### src/rtl/ctrl_microondas_pkg.sv
// ----------------------------------------------------------------------------
// ctrl_microondas_pkg: scheduler state encoding and power-to-duty mapping.
// Rev 1.0
// ----------------------------------------------------------------------------
`default_nettype none

package ctrl_microondas_pkg;

  typedef logic [2:0] sched_state_t;

  localparam sched_state_t ST_IDLE = 3'd0;
  localparam sched_state_t ST_HEAT = 3'd1;
  localparam sched_state_t ST_HOLD = 3'd2;
  localparam sched_state_t ST_BEEP = 3'd3;

  localparam int ON_SECS_LOW = 3;
  localparam int ON_SECS_MED = 6;

  // The top power level keeps the magnetron on for the whole window.
  function automatic int on_secs_for(input logic [1:0] pot, input int window_s);
    case (pot)
      2'd0:    return 0;
      2'd1:    return ON_SECS_LOW;
      2'd2:    return ON_SECS_MED;
      default: return window_s;
    endcase
  endfunction

endpackage

`default_nettype wire

### src/rtl/magnetron_sched_tick_gen.sv
// ----------------------------------------------------------------------------
// magnetron_sched_tick_gen: half-second / one-second tick prescaler.
// Rev 1.0
// ----------------------------------------------------------------------------
`default_nettype none

module magnetron_sched_tick_gen #(
  parameter int HALF_CYCLES = 50_000_000
) (
  input  logic clock,
  input  logic reset,
  input  logic en,
  input  logic clr,
  output logic tick_half,
  output logic tick_sec
);

  localparam int PRE_W = $clog2(HALF_CYCLES + 1);

  logic [PRE_W-1:0] pre_cnt;
  logic             second_half;

  assign tick_half = en & (pre_cnt == PRE_W'(HALF_CYCLES - 1));
  assign tick_sec  = tick_half & second_half;

  always_ff @(posedge clock or negedge reset) begin
    if (!reset) begin
      pre_cnt     <= '0;
      second_half <= 1'b0;
    end else if (clr) begin
      pre_cnt     <= '0;
      second_half <= 1'b0;
    end else if (en) begin
      pre_cnt <= tick_half ? '0 : pre_cnt + 1'b1;
      if (tick_half) begin
        second_half <= ~second_half;
      end
    end
  end

endmodule

`default_nettype wire

### src/rtl/magnetron_sched.sv
// ----------------------------------------------------------------------------
// magnetron_sched: magnetron duty slicing, turntable, lamp, fan run-on, buzzer.
// Rev 1.0
// ----------------------------------------------------------------------------
`default_nettype none

module magnetron_sched
  import ctrl_microondas_pkg::*;
#(
  parameter int CLK_HZ      = 100_000_000,
  parameter int WINDOW_S    = 10,
  parameter int FAN_RUNON_S = 5,
  parameter int BEEP_COUNT  = 3
) (
  input  logic       clock,
  input  logic       reset,
  input  logic       cooking,
  input  logic       paused,
  input  logic       porta,
  input  logic [1:0] potencia,
  input  logic       done,
  output logic       magnetron,
  output logic       turntable,
  output logic       lamp,
  output logic       fan,
  output logic       buzzer,
  output logic [2:0] sched_state
);

  localparam int WIN_W  = $clog2(WINDOW_S + 1);
  localparam int RUN_W  = $clog2(FAN_RUNON_S + 1);
  localparam int BEEP_W = $clog2(2 * BEEP_COUNT + 1);

  sched_state_t      state;
  sched_state_t      state_nxt;
  logic [WIN_W-1:0]  win_cnt;
  logic [WIN_W-1:0]  on_secs;
  logic [RUN_W-1:0]  runon_cnt;
  logic [BEEP_W-1:0] beep_cnt;
  logic              cooking_d;
  logic              cook_rise;
  logic              tick_half;
  logic              tick_sec;
  logic              pre_en;
  logic              pre_clr;
  logic              win_clr;
  logic              beep_clr;
  logic              runon_load;
  logic              runon_clr;

  assign cook_rise = cooking & ~cooking_d;
  assign pre_en    = (state == ST_HEAT) | (state == ST_BEEP) | (runon_cnt != '0);

  magnetron_sched_tick_gen #(
    .HALF_CYCLES (CLK_HZ / 2)
  ) u_tick_gen (
    .clock     (clock),
    .reset     (reset),
    .en        (pre_en),
    .clr       (pre_clr),
    .tick_half (tick_half),
    .tick_sec  (tick_sec)
  );

  // done outranks every other request so a finished cook always beeps.
  always_comb begin
    state_nxt  = state;
    pre_clr    = 1'b0;
    win_clr    = 1'b0;
    beep_clr   = 1'b0;
    runon_load = 1'b0;
    runon_clr  = 1'b0;
    case (state)
      ST_IDLE: begin
        if (done) begin
          state_nxt = ST_BEEP;
          pre_clr   = 1'b1;
          beep_clr  = 1'b1;
        end else if (cooking & ~porta) begin
          state_nxt = ST_HEAT;
          pre_clr   = 1'b1;
          win_clr   = 1'b1;
          runon_clr = 1'b1;
        end
      end
      ST_HEAT, ST_HOLD: begin
        if (done) begin
          state_nxt  = ST_BEEP;
          pre_clr    = 1'b1;
          beep_clr   = 1'b1;
          runon_load = 1'b1;
        end else if (~cooking) begin
          state_nxt  = ST_IDLE;
          runon_load = 1'b1;
        end else if ((state == ST_HEAT) && (porta | paused)) begin
          state_nxt = ST_HOLD;
        end else if ((state == ST_HOLD) && ~paused && ~porta) begin
          state_nxt = ST_HEAT;
        end
      end
      ST_BEEP: begin
        if (cook_rise & ~porta) begin
          state_nxt = ST_HEAT;
          pre_clr   = 1'b1;
          win_clr   = 1'b1;
          runon_clr = 1'b1;
        end else if (tick_half && (beep_cnt == BEEP_W'(2 * BEEP_COUNT - 1))) begin
          state_nxt = ST_IDLE;
        end
      end
      default: state_nxt = ST_IDLE;
    endcase
  end

  always_ff @(posedge clock or negedge reset) begin
    if (!reset) begin
      state     <= ST_IDLE;
      win_cnt   <= '0;
      runon_cnt <= '0;
      beep_cnt  <= '0;
      cooking_d <= 1'b0;
    end else begin
      state     <= state_nxt;
      cooking_d <= cooking;

      if (win_clr) begin
        win_cnt <= '0;
      end else if ((state == ST_HEAT) && tick_sec) begin
        win_cnt <= (win_cnt == WIN_W'(WINDOW_S - 1)) ? '0 : win_cnt + 1'b1;
      end

      if (runon_load) begin
        runon_cnt <= RUN_W'(FAN_RUNON_S);
      end else if (runon_clr) begin
        runon_cnt <= '0;
      end else if (tick_sec && (runon_cnt != '0)) begin
        runon_cnt <= runon_cnt - 1'b1;
      end

      if (beep_clr) begin
        beep_cnt <= '0;
      end else if ((state == ST_BEEP) && tick_half) begin
        beep_cnt <= beep_cnt + 1'b1;
      end
    end
  end

  // Door gating stays combinational so an opened door cuts RF immediately.
  assign on_secs     = WIN_W'(on_secs_for(potencia, WINDOW_S));
  assign magnetron   = (state == ST_HEAT) & (win_cnt < on_secs) & ~porta;
  assign turntable   = (state == ST_HEAT);
  assign lamp        = porta | (state == ST_HEAT) | (state == ST_HOLD);
  assign fan         = (state == ST_HEAT) | (state == ST_HOLD) | (runon_cnt != '0);
  assign buzzer      = (state == ST_BEEP) & ~beep_cnt[0];
  assign sched_state = state;

endmodule

`default_nettype wire

### config.mk
export PLATFORM = sky130hd
export DESIGN_NAME = magnetron_sched
export DESIGN_NICKNAME = d
export VERILOG_FILES = /design/src/rtl/ctrl_microondas_pkg.sv /design/src/rtl/magnetron_sched_tick_gen.sv /design/src/rtl/magnetron_sched.sv
export SDC_FILE = /design/constraint.sdc
export NUM_CORES = 1
export LEC_CHECK = 0
export CELL_PAD_IN_SITES_DETAIL_PLACEMENT = 0
export CELL_PAD_IN_SITES_GLOBAL_PLACEMENT = 1
export CORE_UTILIZATION = 30
export DETAILED_ROUTE_END_ITERATION = 8
export HOLD_SLACK_MARGIN = 0.05
export PLACE_DENSITY_LB_ADDON = 0.1
export SYNTH_ARGS = -nofsm -noshare
export SYNTH_HDL_FRONTEND = slang
export SYNTH_SLANG_ARGS = --single-unit
### constraint.sdc
create_clock -name clock -period 3.3 [get_ports clock]
set_clock_uncertainty 0.2 [all_clocks]
set_input_delay 0.825 -clock clock [delete_from_list [all_inputs] [get_ports clock]]
set_output_delay 0.825 -clock clock [all_outputs]
set_load 0.03 [all_outputs]
==> results of run 1 <==
==> area by class of cell <==
type                            count  area, um2  share of cell area (%)
Clock buffer                        6       82.6                    2.78
Clock inverter                      2       38.8                    1.31
Inverter                           10       37.5                    1.26
Multi-Input combinational cell    214       1460                    49.0
Sequential cell                    40       1000                    33.7
Tap cell                          105        131                    4.42
Timing Repair Buffer               26        224                    7.54
==> critical path: cells and delay by family <==
kind          cells  cell delay [ns]
buf+inv           2             1.03
simple gates      1             0.36
==> metal layers <==
metal | vias up | track usage [%] | share of wire, %
met2 | 17 | 26.2 | 47
li1 | 1006 | - | -
met1 | 989 | 21.0 | 49
met5 | - | 0 | 0
met3 | 7 | 2.67 | 2.0
met4 | 0 | 4.62 | 1.2
==> through the flow <==
step / std cells / setup WS [ns] / instance area (um2) / utilization [%] / total power [mW]
floorplan: 272 / 0.428 / 2540 / - / 1.08
global placement: 395 / -0.0565 / 2850 / 34.7 / 1.32
detailed placement: 395 / -0.0736 / 2850 / 34.7 / 1.32
CTS: 403 / 0.0428 / 2970 / 36.2 / 1.77
global route: 403 / 0.0215 / 2970 / 36.2 / 1.87
finish: 403 / 0.0541 / 2970 / 36.2 / 1.74
==> sequential cells by signal, indices dropped and copies added, names as in the netlist <==
signal,cells
runon_cnt,3
beep_cnt,3
u_tick_gen.pre_cnt,26
sched_state,2
win_cnt,4
cooking_d,1
u_tick_gen.second_half,1
==> path summary, 6_finish.rpt <==
check                                                      to  cells after the start                       start  slack, ns
max                                                      lamp                      3                       porta       0.05
max reg2reg                 u_tick_gen.pre_cnt[9]$_DFFE_PN0P_                      7  sched_state[0]$_DFFE_PN0P_       0.86
max in group asynchronous  u_tick_gen.second_half$_DFFE_PN0P_                      2                       reset       2.01
min                        u_tick_gen.pre_cnt[20]$_DFFE_PN0P_                      1                       reset       0.29
min in group clock                    beep_cnt[2]$_DFFE_PN0P_                      1     beep_cnt[2]$_DFFE_PN0P_       0.35
min reg2reg                           beep_cnt[2]$_DFFE_PN0P_                      1     beep_cnt[2]$_DFFE_PN0P_       0.35
==> layout by cell type, fill, tap and decap left out, types with 2 or more instances in the layout <==
cell type / instances
xnor2_1: 7
nor2_1: 39
mux2_2: 2
or3b_2: 2
a21o_1: 3
nor2b_1: 3
or2b_1: 2
and4_1: 4
nor3_1: 8
nand2b_1: 3
mux2i_1: 7
nand3_1: 17
a21oi_1: 4
a31oi_2: 2
and3_1: 8
dfrtp_1: 40
o21ai_1: 2
nand2_1: 16
clkdlybuf4s50_1: 10
ha_1: 14
inv_1: 10
dlygate4sd2_1: 2
buf_4: 12
a21boi_0: 3
nand3b_1: 2
clkbuf_8: 6
o21ai_0: 6
nand4_1: 14
a22o_1: 2
nor4_1: 3
xor2_1: 19
or3_1: 2
==> where the power goes <==
group	leakage, nW	switching, mW	total (mW)	internal, mW
combinational	0.745	0.410	0.690	0.281
clock	0.0614	0.194	0.442	0.248
sequential	0.537	0.0631	0.611	0.548
==> cells in the mapped netlist (2+ instances only) <==
| cell | n | area (um2) |
|---|---|---|
| dfrtp_1 | 40 | 1000 |
| nor2_1 | 39 | 146 |
| xor2_1 | 19 | 166 |
| nand3_1 | 17 | 85.1 |
| nand2_1 | 16 | 60.1 |
| ha_1 | 14 | 175 |
| nand4_1 | 14 | 87.6 |
| inv_1 | 10 | 37.5 |
| and3_1 | 8 | 50.1 |
| nor3_1 | 8 | 40.0 |
| mux2i_1 | 7 | 70.1 |
| o21ai_0 | 7 | 35.0 |
| xnor2_1 | 7 | 61.3 |
| a21oi_1 | 4 | 20.0 |
| and4_1 | 4 | 35.0 |
| a21boi_0 | 3 | 22.5 |
| a21o_1 | 3 | 22.5 |
| buf_2 | 3 | 15.0 |
| nand2b_1 | 3 | 18.8 |
| nor2b_1 | 3 | 18.8 |
| nor4_1 | 3 | 18.8 |
| a22o_1 | 2 | 17.5 |
| a31oi_2 | 2 | 25.0 |
| buf_4 | 2 | 15.0 |
| clkbuf_1 | 2 | 7.51 |
| mux2_2 | 2 | 22.5 |
| nand3b_1 | 2 | 15.0 |
| or2b_1 | 2 | 15.0 |
| or3_1 | 2 | 12.5 |
| or3b_2 | 2 | 17.5 |
==> kinds of logic after synthesis <==
group           after synthesis
simple gates                136
other cells                   1
flops                        40
mux                           9
compound gates               28
xor+xnor                     26
fa+ha+maj                    14
buf+inv                      18
==> flow_metrics.env, run 1 <==
export IMPL_core_area_um2=8220
export IMPL_num_vias=2019
export IMPL_hold_slack_ns=0.294
export IMPL_htree_levels=2
export IMPL_rsz0062_at_grt="no"
export IMPL_synth_seq_cells=40
export IMPL_clk_pin_slew_worst_paths_ns=0.09
export IMPL_gp_congestion=0.678
export IMPL_status="finished clean"
export IMPL_cts_tree="yes"
export IMPL_firstDrtPassIters=4
export IMPL_hold_path_class="in2async"
export IMPL_area_delta_synth_final_pct=17.1
export IMPL_grt_pass1_vias=2100
export IMPL_synth_mux_area_fraction_pct=3.65
export IMPL_grt_max_degree=23
export IMPL_post_cts_resized=4
export IMPL_powerDensity_nw_per_um2=587
export IMPL_start_util_pct=30.9
export IMPL_synth_warnings=0
export IMPL_cpMostUsedCell="clkdlybuf4s50_1"
export IMPL_crit_chain="clkdlybuf4s50_1 -> or3_1 -> clkdlybuf4s50_1"
export IMPL_wl_per_cell_um=15.4
export IMPL_viasPerCell=5.01
export IMPL_ios=16
export IMPL_syn_inst=272
export IMPL_syn_nets=294
export IMPL_grt_util_all_layers_pct=15.8
export IMPL_synth_top_family_by_area="simple AND/OR/NAND/NOR gates"
export IMPL_required_ns=2.27
export IMPL_syn_avg_cell_area_um2=9.32
export IMPL_antenna_found_initial=0
export IMPL_drv_slew=0
export IMPL_placement_io_buffers=14
export IMPL_clock_fmax_mhz=308
export IMPL_p_leak_nw=1.34
export IMPL_cp_end_kind="primary output"
export IMPL_hpwl_mm=4.45
export IMPL_min_period_ns=3.25
export IMPL_rows=33
export IMPL_synth_compound_area_share_pct=7.84
export IMPL_ctsHoldBuffers=0
export IMPL_synthArstFlopShare_pct=100
export IMPL_ys_types=52
export IMPL_fin_crit_sh_pct=98.4
export IMPL_tightestPinTransition_ns=0.548
export IMPL_critical_path_arrival_ns=2.22
export IMPL_synth_area_um2=2540
export IMPL_cts_buffer_depth=2
export IMPL_worst_path_max_fanout=2
export IMPL_relSlewSlack_pct=63.2
export IMPL_first_iter_violations=56
export IMPL_post_cts_buffers=0
export IMPL_ys_seq_area_share_pct=39.5
export IMPL_wirelength_mm=6.20
export IMPL_synthFlopType="dfrtp_1"
export IMPL_cts_sinks=40
export IMPL_cp_start_kind="input pin"
export IMPL_die_y_um=93.9
export IMPL_antenna_left=0
export IMPL_drc=0
export IMPL_fillerInstances=879
export IMPL_critPathMaxStageDelay_ns=0.60
export IMPL_path_class="in2out"
export IMPL_crit_slowest_cell="clkdlybuf4s50_1"
export IMPL_fin_nets=319
export IMPL_die_w_um=93.9
export IMPL_clkLatencyLatePin_ns=0.30
export IMPL_yosys_area_share_simple_pct=29.8
export IMPL_synthAdderAreaFrac_pct=6.91
export IMPL_grt_overflow_total=0
export IMPL_setup_viol_count_final=0
export IMPL_grt_pass1_wl_mm=10.7
export IMPL_maxCapViolCount=0
export IMPL_cts_root_buffer="clkbuf_8"
export IMPL_vdd_drop_max_uv=343
export IMPL_synth_edf_count=0
export IMPL_layout_drive_gt1_share_pct=11.7
export IMPL_die_area_um2=8830
export IMPL_diodes=0
export IMPL_final_setup_tns_ns=0
export IMPL_hold_viol_final=0
export IMPL_cts_buffers=5
export IMPL_synthXorXnorAreaFrac_pct=8.98
(Power assumes the default switching activity.)
==> inputs of run 2 (changes only) <==
--- a/config.mk
+++ b/config.mk
@@ -11,6 +11,7 @@
 export DETAILED_ROUTE_END_ITERATION = 8
 export HOLD_SLACK_MARGIN = 0.05
 export PLACE_DENSITY_LB_ADDON = 0.1
+export SKIP_LAST_GASP = 1
 export SYNTH_ARGS = -nofsm -noshare
 export SYNTH_HDL_FRONTEND = slang
 export SYNTH_SLANG_ARGS = --single-unit
==> results of run 2 <==
No change in the layout: final DEF, timing and power equal those of run 1.
==> inputs of run 3 (changes only) <==
--- a/config.mk
+++ b/config.mk
@@ -5,9 +5,10 @@
 export SDC_FILE = /design/constraint.sdc
 export NUM_CORES = 1
 export LEC_CHECK = 0
+export ABC_CLOCK_PERIOD_IN_PS = 3300
 export CELL_PAD_IN_SITES_DETAIL_PLACEMENT = 0
 export CELL_PAD_IN_SITES_GLOBAL_PLACEMENT = 1
-export CORE_UTILIZATION = 30
+export CORE_UTILIZATION = 25
 export DETAILED_ROUTE_END_ITERATION = 8
 export HOLD_SLACK_MARGIN = 0.05
 export PLACE_DENSITY_LB_ADDON = 0.1
==> flow_metrics.env, run 3 (synthesized netlist as in run 1, its figures left out) <==
export IMPL_status="finished clean"
export IMPL_grt_pass1_vias=2011
export IMPL_clock_fmax_mhz=307
export IMPL_relSlewSlack_pct=64.0
export IMPL_core_area_um2=9820
export IMPL_cts_buffers=5
export IMPL_top_regs="u_tick_gen.pre_cnt x26, win_cnt x4"
export IMPL_largest_reg_flops=26
export IMPL_grt_max_degree=26
export IMPL_timing_rr_end="u_tick_gen.pre_cnt[21]$_DFFE_PN0P_"
export IMPL_firstDrtPassIters=4
export IMPL_hold_viol_final=0
export IMPL_cp_start_kind="input pin"
export IMPL_htree_levels=2
export IMPL_viasPerCell=4.57
export IMPL_multi_input_area_um2=1460
export IMPL_wirelength_mm=6.15
export IMPL_gp_congestion=0.712
export IMPL_final_cell_mix="dfrtp_1 (40), nor2_1 (39), xor2_1 (19), nand3_1 (17), nand2_1 (16)"
export IMPL_reg2reg_slack_ns=0.79
export IMPL_drv_slew=0
export IMPL_start_util_pct=25.8
export IMPL_grt_pass1_wl_mm=10.6
export IMPL_rows=36
export IMPL_final_common_cell="dfrtp_1"
export IMPL_antenna_left=0
export IMPL_clk_pin_slew_worst_paths_ns=0.09
export IMPL_p_leak_nw=1.32
export IMPL_pre_cts_slack_ns=-0.104
export IMPL_fillerInstances=1087
export IMPL_fin_nets=318
export IMPL_ios=16
export IMPL_worstReg2RegStart="sched_state[0]$_DFFE_PN0P_"
export IMPL_critical_path_arrival_ns=2.23
export IMPL_layout_drive_gt1_share_pct=11.1
export IMPL_antenna_found_initial=0
export IMPL_top_register="u_tick_gen.pre_cnt"
export IMPL_maxCapViolCount=0
export IMPL_grt_overflow_total=0
export IMPL_ctsHoldBuffers=0
export IMPL_powerDensity_nw_per_um2=557
export IMPL_area_delta_synth_final_pct=17.1
export IMPL_fin_crit_sh_pct=98.7
export IMPL_first_iter_violations=66
export IMPL_num_vias=1964
export IMPL_required_ns=2.27
export IMPL_drc=0
export IMPL_vdd_drop_max_uv=319
export IMPL_grt_util_all_layers_pct=13.6
export IMPL_wl_per_cell_um=14.3
export IMPL_placement_io_buffers=14
export IMPL_hold_path_class="in2async"
export IMPL_cts_root_buffer="clkbuf_8"
export IMPL_hpwl_mm=4.46
export IMPL_path_class="in2out"
export IMPL_die_w_um=103
export IMPL_tightestPinTransition_ns=0.536
export IMPL_min_period_ns=3.26
export IMPL_regArea_um2=1000
export IMPL_clkLatencyLatePin_ns=0.30
export IMPL_cp_end_kind="primary output"
export IMPL_cts_sinks=40
export IMPL_die_y_um=103
export IMPL_diodes=0
export IMPL_rsz0062_at_grt="no"
export IMPL_worst_path_max_fanout=2
export IMPL_cts_buffer_depth=2
export IMPL_rr_worst_depth=7
export IMPL_die_area_um2=10600
export IMPL_fin_ws_ns=0.0442
export IMPL_cts_tree="yes"
export IMPL_setup_viol_count_final=0
export IMPL_final_setup_tns_ns=0
## run 3: cell types whose count changed in the layout (fill, tap and decap cells not counted)
cell / change
buf_4: -1
clkbuf_1: +1
bufinv_16: -1
clkinv_4: -1
clkinvlp_4: +1
## run 3: cell type report
type / instances / area share, %
repair buffers: 25 / 7.29
clock inverters: 1 / 0.253
clock buffers: 7 / 2.91
inverters: 10 / 1.26
multi-input cells: 214 / 49.0
well taps: 133 / 5.60
flip-flops and latches: 40 / 33.7
## run 3: critical path, stage by stage
cell and delay, ns:
clkdlybuf4s50_1 0.43, or3_1 0.37, clkdlybuf4s50_1 0.60
## run 3: worst max path at each step
stage           startpoint        end  slack (ns)  depth (start not counted)
3_5_place_dp   potencia[0]  magnetron       -0.10                          8
2_1_floorplan  potencia[1]  magnetron        0.43                          6
6_report             porta       lamp        0.04                          3
4_1_cts              porta       lamp        0.02                          3
3_3_place_gp   potencia[0]  magnetron       -0.09                          8
5_1_grt              porta       lamp        0.01                          3
## run 3: report_power, final
| part | internal [mW] | total, mW | switching [mW] |
|---|---|---|---|
| sequential | 0.548 | 0.613 | 0.0650 |
| clock | 0.170 | 0.364 | 0.193 |
| combinational | 0.277 | 0.678 | 0.401 |
## run 3: repair_timing
item                       in CTS  in global routing
resized for setup               4                  0
setup endpoints to repair       1                  0
setup buffers                   0                  0
## run 3: per-stage QoR
stage	hold WS, ns	utilization, %	instances	area, um2	power, mW
CTS	0.263	30.2	430	2970	1.69
finish	0.247	30.2	430	2970	1.65
global placement	0.330	29.3	422	2880	1.32
floorplan	0.285	-	272	2540	1.08
global route	0.271	30.2	430	2970	1.80
detailed placement	0.333	29.3	422	2880	1.31
## run 3: metal layers
layer,global-route usage (%),vias to the layer above,part of all wire (%)
li1,-,1005,-
met1,18.4,933,50
met2,21.2,18,46
met3,3.05,8,2.2
met4,4.62,0,1.3
met5,0,-,0
==> RTL edit (settings of run 1) <==
Add an input register stage for `cooking`, `paused`, `porta`, `potencia` and `done`, without a reset; this delays them by one clock.
--- a/src/rtl/magnetron_sched.sv
+++ b/src/rtl/magnetron_sched.sv
@@ -32,4 +32,18 @@
   localparam int BEEP_W = $clog2(2 * BEEP_COUNT + 1);
 
+  logic cooking_q;
+  logic paused_q;
+  logic porta_q;
+  logic [1:0] potencia_q;
+  logic done_q;
+
+  always_ff @(posedge clock) begin
+    cooking_q  <= cooking;
+    paused_q   <= paused;
+    porta_q    <= porta;
+    potencia_q <= potencia;
+    done_q     <= done;
+  end
+
   sched_state_t      state;
   sched_state_t      state_nxt;
@@ -49,5 +63,5 @@
   logic              runon_clr;
 
-  assign cook_rise = cooking & ~cooking_d;
+  assign cook_rise = cooking_q & ~cooking_d;
   assign pre_en    = (state == ST_HEAT) | (state == ST_BEEP) | (runon_cnt != '0);
 
@@ -73,9 +87,9 @@
     case (state)
       ST_IDLE: begin
-        if (done) begin
+        if (done_q) begin
           state_nxt = ST_BEEP;
           pre_clr   = 1'b1;
           beep_clr  = 1'b1;
-        end else if (cooking & ~porta) begin
+        end else if (cooking_q & ~porta_q) begin
           state_nxt = ST_HEAT;
           pre_clr   = 1'b1;
@@ -85,20 +99,20 @@
       end
       ST_HEAT, ST_HOLD: begin
-        if (done) begin
+        if (done_q) begin
           state_nxt  = ST_BEEP;
           pre_clr    = 1'b1;
           beep_clr   = 1'b1;
           runon_load = 1'b1;
-        end else if (~cooking) begin
+        end else if (~cooking_q) begin
           state_nxt  = ST_IDLE;
           runon_load = 1'b1;
-        end else if ((state == ST_HEAT) && (porta | paused)) begin
+        end else if ((state == ST_HEAT) && (porta_q | paused_q)) begin
           state_nxt = ST_HOLD;
-        end else if ((state == ST_HOLD) && ~paused && ~porta) begin
+        end else if ((state == ST_HOLD) && ~paused_q && ~porta_q) begin
           state_nxt = ST_HEAT;
         end
       end
       ST_BEEP: begin
-        if (cook_rise & ~porta) begin
+        if (cook_rise & ~porta_q) begin
           state_nxt = ST_HEAT;
           pre_clr   = 1'b1;
@@ -122,5 +136,5 @@
     end else begin
       state     <= state_nxt;
-      cooking_d <= cooking;
+      cooking_d <= cooking_q;
 
       if (win_clr) begin
@@ -147,8 +161,8 @@
 
   // Door gating stays combinational so an opened door cuts RF immediately.
-  assign on_secs     = WIN_W'(on_secs_for(potencia, WINDOW_S));
-  assign magnetron   = (state == ST_HEAT) & (win_cnt < on_secs) & ~porta;
+  assign on_secs     = WIN_W'(on_secs_for(potencia_q, WINDOW_S));
+  assign magnetron   = (state == ST_HEAT) & (win_cnt < on_secs) & ~porta_q;
   assign turntable   = (state == ST_HEAT);
-  assign lamp        = porta | (state == ST_HEAT) | (state == ST_HOLD);
+  assign lamp        = porta_q | (state == ST_HEAT) | (state == ST_HOLD);
   assign fan         = (state == ST_HEAT) | (state == ST_HOLD) | (runon_cnt != '0);
   assign buzzer      = (state == ST_BEEP) & ~beep_cnt[0];
Function: changed (Yosys sat finds a counterexample within 4 cycles, from zero or initial values and one cycle with reset low).
==> RTL edit against run 1 <==
Power shrank 7.2%. Synthesized area is 5.6% higher. Combinational power fell by 13%. Setup slack better by 150 ps. Wire length shrank 8.5%. Count of clock-buffer cells in the layout up 1. Non-clock buffer count decreased by 10. Cell area rose by 1.5%. Clock power down 17%. Sequential cell count increased by 6. Largest cell class unchanged.
==> RTL edit: results <==
metrics = {
    "place": {
        "post-dp-hpwl_um": 3910,
        "place_ws_ps": 341,
        "placed_cell_area_sq_um": 2920,
        "gp_congestion": 0.717,
    },
    "setup_path": {
        "rr_endpoint": "u_tick_gen.pre_cnt[20]",
        "ff2ff_path_depth": 8,
        "crit_fanout": 7,
        "regToRegStartpoint": "runon_cnt[0]",
        "rrSetupSlack_ps": 790,
    },
    "logic_synthesis": {
        "synth.area.top_cells": "dfrtp_1 37%, ha_1 6.5%, nor2_1 5.3%",
        "async_flop_share_pct": 87.0,
        "syn_area_per_cell_sq_um": 9.81,
        "ys_seq_area_share_pct": 41.8,
        "synthesis.nets": 295,
        "synth.distinct_cells": 60,
    },
    "global_routing": {
        "use_met2_pct": 21.1,
        "grt_pass1_vias": 1856,
        "track_usage_pct": 13.4,
        "grt_pass1_wl_um": 9480,
        "grt_max_degree": 41,
    },
    "route": {
        "route.met3.wl_um": 150,
        "wl_met2_um": 2540,
        "avgViaCountPerCell": 4.79,
        "drtIter0Drc": 78,
        "wl_met1_um": 2940,
    },
    "timing": {
        "fin_ws_ps": 205,
        "relSlewSlack_pct": 35.0,
    },
    "layout": {
        "finalNetCount": 312,
        "layout-drive-gt1-share_pct": 10.3,
    },
    "power_and_ir_drop": {
        "p_leak_nw": 1.26,
    },
    "status": {
        "outcome": "completed",
    },
    "min_path": {
        "hold_class": "reg2reg",
    },
}
[RTL edit: cell count changes in the layout (fill, tap and decap cells not counted), moves of 8 or more]
cell	delta
nand3_1	-10
buf_4	-10
xor2_1	-9
xnor2_1	+8
[RTL edit: what timing repair did]
| item | in CTS | in global routing |
|---|---|---|
| endpoints found under the hold margin | 0 | 0 |
| buffers inserted | 0 | 0 |
| gates resized for setup | 1 | 0 |
| setup endpoints to repair | 1 | 0 |
[RTL edit: kinds of logic after synthesis]
| family | synth area share, % |
|---|---|
| AO/OA/AOI/OAI | 10.8 |
| XOR/XNOR | 8.17 |
| adder cells (fa/ha/maj) | 6.54 |
| buffers and inverters | 3.18 |
| flip-flops | 41.8 |
| multiplexers | 1.96 |
| other | 0.140 |
| AND/OR/NAND/NOR | 27.3 |
[RTL edit: where the power goes]
| part | total [W] | internal [W] | switching [W] | leakage, nW |
|---|---|---|---|---|
| registers | 0.000649 | 0.000607 | 0.0000417 | 0.590 |
| logic | 0.000602 | 0.000224 | 0.000378 | 0.621 |
| clock network | 0.000366 | 0.000170 | 0.000197 | 0.0482 |
| total | 0.00162 | 0.00100 | 0.000616 | 1.26 |
[RTL edit: worst min path at each step]
stage                          from         to  slack (ps)
after global placement    cooking_q  cooking_d         220
after floorplan           cooking_q  cooking_d         180
final                     cooking_q  cooking_d         220
after global routing      cooking_q  cooking_d         240
after CTS                 cooking_q  cooking_d         220
after detailed placement  cooking_q  cooking_d         220
[RTL edit: final cells by class]
type                       instances  area, sq um
tap                              108          135
fill                             900         5660
timing repair buffer              16          149
multi-input combinational        209         1470
clock inverter                     1         5.00
inverter                          12         45.0
clock buffer                       7         86.3
sequential                        46         1120
